===== src/rtl/ooo_pkg.sv =====
// Shared out-of-order core definitions: writeback payload and CDB sizing.
package ooo_pkg;

  localparam int unsigned WB_DATA_W    = 32;
  localparam int unsigned WB_ROB_DEPTH = 16;
  localparam int unsigned WB_TAG_W     = $clog2(WB_ROB_DEPTH);
  // CDB broadcast ports per cycle; the ROB and issue queue size their snoop logic from this.
  localparam int unsigned CDB_PORTS    = 2;

  typedef struct packed {
    logic [WB_TAG_W-1:0]  tag;
    logic [WB_DATA_W-1:0] data;
    logic                 exc;
  } wb_pkt_t;

endpackage


===== src/rtl/rr_multi_grant.sv =====
// Round-robin multi-grant: scans requests from ptr and grants up to MAX_GRANT of them.
module rr_multi_grant #(
  parameter int unsigned N         = 4,
  parameter int unsigned MAX_GRANT = 2
) (
  input  logic [N-1:0]                          req,
  input  logic [$clog2(N)-1:0]                  ptr,
  output logic [N-1:0]                          grant,
  output logic [MAX_GRANT-1:0][$clog2(N)-1:0]   slot_idx,
  output logic [MAX_GRANT-1:0]                  slot_vld,
  output logic                                  any_grant,
  output logic [$clog2(N)-1:0]                  last_off,
  output logic [$clog2(N)-1:0]                  next_ptr
);

  localparam int unsigned IDX_W = $clog2(N);
  localparam int unsigned SUM_W = IDX_W + 1;
  localparam int unsigned GC_W  = $clog2(MAX_GRANT + 1);

  logic [SUM_W-1:0] sum;
  logic [SUM_W-1:0] nsum;
  logic [IDX_W-1:0] idx;
  logic [GC_W-1:0]  gcnt;

  // Scan in rotated order, fill slots in scan order, remember the offset of the last grant.
  always_comb begin
    grant     = '0;
    slot_idx  = '0;
    slot_vld  = '0;
    any_grant = 1'b0;
    last_off  = '0;
    gcnt      = '0;
    sum       = '0;
    idx       = '0;
    for (int unsigned s = 0; s < N; s++) begin
      sum = {1'b0, ptr} + SUM_W'(s);
      if (sum >= SUM_W'(N)) sum = sum - SUM_W'(N);
      idx = sum[IDX_W-1:0];
      if (req[idx] && (gcnt < GC_W'(MAX_GRANT))) begin
        grant[idx] = 1'b1;
        for (int unsigned k = 0; k < MAX_GRANT; k++) begin
          if (gcnt == GC_W'(k)) begin
            slot_idx[k] = idx;
            slot_vld[k] = 1'b1;
          end
        end
        gcnt      = gcnt + GC_W'(1);
        any_grant = 1'b1;
        last_off  = IDX_W'(s);
      end
    end
  end

  // Pointer moves to the channel just past the last grant.
  always_comb begin
    nsum = {1'b0, ptr} + SUM_W'(last_off) + SUM_W'(1);
    if (nsum >= SUM_W'(N)) nsum = nsum - SUM_W'(N);
    next_ptr = nsum[IDX_W-1:0];
  end

endmodule


===== src/rtl/writeback_arbiter.sv =====
// Writeback stage: round-robin grants of FU results onto registered CDBs and the SB write port.
module writeback_arbiter
  import ooo_pkg::*;
#(
  parameter int unsigned DATA_WIDTH = WB_DATA_W,
  parameter int unsigned N_FU       = 4,
  parameter int unsigned NUM_CDB    = CDB_PORTS,
  parameter int unsigned ROB_DEPTH  = WB_ROB_DEPTH,
  parameter int unsigned CNT_W      = 16,
  localparam int unsigned TAG_W     = $clog2(ROB_DEPTH)
) (
  input  logic                                 clk,
  input  logic                                 rst,
  input  logic                                 flush_i,
  input  logic [N_FU-1:0]                      fu_valid_i,
  output logic [N_FU-1:0]                      fu_ready_o,
  input  logic [N_FU-1:0][TAG_W-1:0]           fu_tag_i,
  input  logic [N_FU-1:0][DATA_WIDTH-1:0]      fu_data_i,
  input  logic [N_FU-1:0]                      fu_exc_i,
  input  logic [N_FU-1:0]                      fu_is_store_i,
  input  logic                                 sb_ready_i,
  output logic [NUM_CDB-1:0]                   cdb_valid_o,
  output logic [NUM_CDB-1:0][TAG_W-1:0]        cdb_tag_o,
  output logic [NUM_CDB-1:0][DATA_WIDTH-1:0]   cdb_data_o,
  output logic [NUM_CDB-1:0]                   cdb_exc_o,
  output logic                                 sb_valid_o,
  output logic [TAG_W-1:0]                     sb_tag_o,
  output logic [DATA_WIDTH-1:0]                sb_data_o,
  output logic [CNT_W-1:0]                     conflict_cnt_o
);

  localparam int unsigned IDX_W = $clog2(N_FU);
  localparam logic [CNT_W-1:0] CNT_MAX = '1;

  logic [IDX_W-1:0]                rr_ptr;
  logic                            gate_c;
  logic [N_FU-1:0]                 cdb_req_c, sb_req_c, cdb_grant_c, sb_grant_c;
  logic [NUM_CDB-1:0][IDX_W-1:0]   cdb_idx_c;
  logic [NUM_CDB-1:0]              cdb_slot_vld_c;
  logic [0:0][IDX_W-1:0]           sb_idx_c;
  logic [0:0]                      sb_slot_vld_c;
  logic                            cdb_any_c, sb_any_c;
  logic [IDX_W-1:0]                cdb_off_c, sb_off_c, cdb_next_c, sb_next_c, rr_next_c;
  logic                            conflict_c;

  // Nothing is accepted during flush or reset; only stores see SB backpressure.
  assign gate_c     = ~flush_i & ~rst;
  assign cdb_req_c  = fu_valid_i & ~fu_is_store_i & {N_FU{gate_c}};
  assign sb_req_c   = fu_valid_i & fu_is_store_i & {N_FU{gate_c & sb_ready_i}};
  assign fu_ready_o = cdb_grant_c | sb_grant_c;
  assign conflict_c = ~flush_i & (|(fu_valid_i & ~fu_ready_o));

  rr_multi_grant #(.N(N_FU), .MAX_GRANT(NUM_CDB)) u_cdb_grant (
    .req       (cdb_req_c),
    .ptr       (rr_ptr),
    .grant     (cdb_grant_c),
    .slot_idx  (cdb_idx_c),
    .slot_vld  (cdb_slot_vld_c),
    .any_grant (cdb_any_c),
    .last_off  (cdb_off_c),
    .next_ptr  (cdb_next_c)
  );

  rr_multi_grant #(.N(N_FU), .MAX_GRANT(1)) u_sb_grant (
    .req       (sb_req_c),
    .ptr       (rr_ptr),
    .grant     (sb_grant_c),
    .slot_idx  (sb_idx_c),
    .slot_vld  (sb_slot_vld_c),
    .any_grant (sb_any_c),
    .last_off  (sb_off_c),
    .next_ptr  (sb_next_c)
  );

  // Next pointer follows whichever grant came later in scan order.
  always_comb begin
    rr_next_c = rr_ptr;
    if (cdb_any_c && sb_any_c) rr_next_c = (sb_off_c > cdb_off_c) ? sb_next_c : cdb_next_c;
    else if (cdb_any_c)        rr_next_c = cdb_next_c;
    else if (sb_any_c)         rr_next_c = sb_next_c;
  end

  // Round-robin pointer; flush restarts the scan at channel 0.
  always_ff @(posedge clk or posedge rst) begin
    if (rst)          rr_ptr <= '0;
    else if (flush_i) rr_ptr <= '0;
    else              rr_ptr <= rr_next_c;
  end

  // CDB broadcast registers; payload of an idle slot is left as is.
  always_ff @(posedge clk or posedge rst) begin
    if (rst) begin
      cdb_valid_o <= '0;
      cdb_tag_o   <= '0;
      cdb_data_o  <= '0;
      cdb_exc_o   <= '0;
    end else begin
      for (int unsigned k = 0; k < NUM_CDB; k++) begin
        cdb_valid_o[k] <= cdb_slot_vld_c[k];
        if (cdb_slot_vld_c[k]) begin
          cdb_tag_o[k]  <= fu_tag_i[cdb_idx_c[k]];
          cdb_data_o[k] <= fu_data_i[cdb_idx_c[k]];
          cdb_exc_o[k]  <= fu_exc_i[cdb_idx_c[k]];
        end
      end
    end
  end

  // SB write register; a store's exception flag is not forwarded.
  always_ff @(posedge clk or posedge rst) begin
    if (rst) begin
      sb_valid_o <= 1'b0;
      sb_tag_o   <= '0;
      sb_data_o  <= '0;
    end else begin
      sb_valid_o <= sb_slot_vld_c[0];
      if (sb_slot_vld_c[0]) begin
        sb_tag_o  <= fu_tag_i[sb_idx_c[0]];
        sb_data_o <= fu_data_i[sb_idx_c[0]];
      end
    end
  end

  // Saturating count of cycles where a valid channel went ungranted.
  always_ff @(posedge clk or posedge rst) begin
    if (rst)                                    conflict_cnt_o <= '0;
    else if (conflict_c && conflict_cnt_o != CNT_MAX) conflict_cnt_o <= conflict_cnt_o + CNT_W'(1);
  end

endmodule


===== config.mk =====
export PLATFORM = sky130hd
export DESIGN_NAME = writeback_arbiter
export DESIGN_NICKNAME = d
export VERILOG_FILES = /design/src/rtl/ooo_pkg.sv /design/src/rtl/rr_multi_grant.sv /design/src/rtl/writeback_arbiter.sv
export SDC_FILE = /design/constraint.sdc
export NUM_CORES = 1
export LEC_CHECK = 0
export BUFFER_PORTS_ARGS = -buffer_cell sky130_fd_sc_hd__buf_4
export CAP_MARGIN = 40
export CORE_MARGIN = 2
export CORE_UTILIZATION = 57
export DETAILED_ROUTE_END_ITERATION = 10
export GPL_TIMING_DRIVEN = 1
export PLACE_DENSITY = 0.89
export SLEW_MARGIN = 30
export SYNTH_ARGS = -nofsm -noshare
export SYNTH_HDL_FRONTEND = slang
export SYNTH_SLANG_ARGS = --single-unit

===== constraint.sdc =====
create_clock -name clk -period 8.4 [get_ports clk]
set_input_delay 0.84 -clock clk [delete_from_list [all_inputs] [get_ports clk]]
set_output_delay 0.84 -clock clk [all_outputs]
set_load 0.01 [all_outputs]

==> flow_metrics.tcl <==
set metrics [dict create \
    outcome "complete, no violations" \
    root_buffer "clkbuf_16" \
    path_class "reg2reg" \
    syn_avg_cell_area_um2 9.88 \
    total_power_mw 4.02 \
    p_sw_mw 1.67 \
    syn_inst 964 \
    setup_violations 0 \
    rows 47 \
    pwr_density_cell_mw_per_mm2 323 \
    tightest_slew_ns 0.861 \
    p_int_mw 2.34 \
    path_clk_slew_ns 0.06 \
    rsz0062_at_grt "false" \
    cts_repair_resize_count 0 \
    synth-seq-cells 131 \
    p_leak_nw 6.34 \
    detail_route.vias_per_cell 6.77 \
    drcViolationCount 0 \
    core-area_mm2 0.0165 \
    finalCriticalPeriod_ns 5.27 \
    grt_max_degree 59 \
    cts_tree "yes" \
    synth_edf_count 0 \
    antenna_cells 0 \
    cp.arrival_ns 5.59 \
    skew_ns 0.00969 \
    maxCapViolations 0 \
    ant_nets 0 \
    maxSlewViolCount 0 \
    grt_overflow 0 \
    cts_sinks 131 \
    hold_buffers 0 \
    syn_to_final_growth_pct 30.4 \
    drtIter0Drc 936 \
    drive_gt1_share_pct 36.1 \
    chipHeight_um 133 \
    grt_pass1_vias 9518 \
    die_area_mm2 0.0178 \
    ir_worst_vdd_mv 0.190 \
    cts_max_path_buffers 2 \
    htreeDepth 4 \
    die_width_um 133 \
    cts_post_setup_buffers_inserted 0 \
    hp-class "reg2reg" \
    grt.total_usage_pct 37.7 \
    synth-seq-area-share_pct 34.4 \
    switching_share_pct 41.6 \
    startpoint_type "flop" \
    initial_core_util_pct 57.8 \
    antenna_found_initial 0 \
    routed_wl_um 34300 \
    synth_cell_types 67 \
    numPortBuffers 292 \
    grt_pass1_wl_um 52900 \
    syn_area_mm2 0.00952 \
    yosysWarnings 0 \
    drt-wirelength-per-cell_um 23.7 \
    hpwl_um 23100 \
    routed-via-count 9813 \
    period_share_pct 62.8 \
    ys_async_sr_fraction_pct 100 \
    synth_nets 1139 \
    clk_latency_ns 0.43 \
    slew_headroom_pct 42.6 \
    end_kind "flop" \
    hold_viol_final 0 \
    combPwrFrac_pct 53.4 \
    final_nets 1392 \
    fmax_ghz 0.190 \
    p_clk_share_pct 17.8 \
    finalSetupTns_ns 0 \
    gp_congestion 0.908 \
    cts_made_buffers 17 \
    seqPwrFrac_pct 28.7 \
    worstPathRequired_ns 8.71 \
    crit_fanout 37 \
    pin_count 293 \
    ys.flop_type "dfrtp_1" \
    dr.pass1.iters 5 \
]
-- kinds of logic (layout without fill, tap and decap cells) --
group / Yosys count / after routing / share of synthesized area (%)
simple gates: 232 / 232 / 11.0
fa+ha+maj: 15 / 15 / 1.97
flops: 131 / 131 / 34.4
xor+xnor: 17 / 17 / 1.56
buf+inv: 91 / 356 / 5.20
compound gates: 251 / 251 / 19.8
mux: 227 / 227 / 26.0
-- synth_stat cells, types with 3 or more instances --
master | count | share of area (%)
a221oi_2 | 3 | 0.47
buf_1 | 4 | 0.16
a221oi_1 | 70 | 6.4
or3_1 | 3 | 0.20
buf_6 | 5 | 0.59
a22oi_1 | 6 | 0.47
nand4_1 | 4 | 0.26
buf_4 | 15 | 1.2
and3_1 | 12 | 0.79
nor2_1 | 58 | 2.3
and2_1 | 10 | 0.66
a21oi_1 | 12 | 0.63
mux2_2 | 55 | 6.5
mux2_4 | 20 | 3.2
o22ai_1 | 79 | 5.2
mux4_2 | 3 | 0.71
buf_2 | 22 | 1.2
nor3_1 | 10 | 0.53
xnor2_1 | 15 | 1.4
clkbuf_1 | 29 | 1.1
o21ai_1 | 3 | 0.16
dfrtp_1 | 131 | 34
nand3_1 | 13 | 0.68
nand2_1 | 102 | 4.0
or4b_1 | 3 | 0.32
inv_1 | 14 | 0.55
nor2b_1 | 4 | 0.26
ha_1 | 15 | 2.0
mux2i_1 | 149 | 16
o21ai_0 | 7 | 0.37
a31oi_1 | 40 | 2.6
nand2b_1 | 4 | 0.26
-- critical path, cell delays in order (launching register included) --
cell	delay, ns
dfrtp_1	0.33
buf_4	0.28
inv_1	0.35
ha_1	0.69
inv_1	0.22
mux4_2	0.51
or3_1	0.44
a21boi_4	0.14
buf_4	0.58
mux2_2	0.56
buf_4	0.54
mux2i_1	0.17
a221oi_1	0.29
-- stage by stage --
step | hold WS [ns] | util, % | instance area (µm²) | cells | setup slack [ns]
4_1_cts | 0.498 | 75.2 | 12400 | 1448 | 3.11
2_1_floorplan | 0.518 | - | 9520 | 964 | 4.06
5_1_grt | 0.527 | 75.4 | 12400 | 1449 | 2.83
6_report | 0.499 | 75.4 | 12400 | 1449 | 3.13
3_3_place_gp | 0.488 | 71.1 | 11700 | 1412 | 3.18
3_5_place_dp | 0.489 | 71.9 | 11800 | 1417 | 3.19
-- state kept, by name, indices dropped and copies added (netlist names) --
name            flops
cdb_data_o         64
sb_data_o          32
conflict_cnt_o     16
cdb_tag_o           8
sb_tag_o            4
cdb_exc_o           2
cdb_valid_o         2
rr_ptr              2
sb_valid_o          1
-- power groups by stage --
stage | Clock [mW] | Sequential (mW) | Combinational [mW]
after floorplan | 0 | 1.23 | 1.12
after global placement | 0 | 1.14 | 2.02
after detailed placement | 0 | 1.15 | 2.10
after CTS | 0.716 | 1.15 | 2.12
after global routing | 0.746 | 1.18 | 2.28
final | 0.716 | 1.15 | 2.14
-- final cells by class --
cell class / instances / area, µm²
Multi-Input combinational cell: 742 / 5820
Timing Repair Buffer: 311 / 2440
Tap cell: 220 / 275
Clock buffer: 19 / 433
Inverter: 14 / 55.1
Clock inverter: 12 / 110
Fill cell: 1137 / 4050
Sequential cell: 131 / 3280
-- per-layer routing --
metal / track usage [%] / routed length, µm
met4: 18.7 / 1600
met5: 0 / 0
met1: 48.2 / 12800
met3: 7.46 / 3640
met2: 61.6 / 16200
-- cell usage in the layout (no fill, tap or decap), types with 3 or more instances in the layout --
cell	instances
a21boi_4	4
a21oi_1	12
a221oi_1	70
a221oi_2	3
a22oi_1	6
a31oi_1	40
and2_1	10
and3_1	11
buf_16	4
buf_4	305
clkbuf_16	17
clkinvlp_4	7
dfrtp_1	131
ha_1	15
inv_1	13
mux2_2	55
mux2_4	20
mux2i_1	149
mux4_2	3
nand2_1	102
nand2b_1	4
nand3_1	12
nand4_1	4
nor2_1	58
nor2b_1	4
nor3_1	9
o21ai_0	7
o22ai_1	79
or3_1	3
or4b_1	3
xnor2_1	15
-- final timing paths --
check | startpoint | end | slack [ns] | cells past startpoint
hold / removal | conflict_cnt_o[14] | conflict_cnt_o[14] | 0.50 | 1
setup reg to reg | rr_ptr[0] | sb_data_o[31] | 3.13 | 12
max in group asynchronous | rst | cdb_data_o[30] | 6.49 | 4
min in group asynchronous | rst | rr_ptr[0] | 0.57 | 2
hold reg to reg | conflict_cnt_o[14] | conflict_cnt_o[14] | 0.50 | 1
setup / recovery | rr_ptr[0] | sb_data_o[31] | 3.13 | 12
Note: power is estimated with default switching activity, not from simulation.
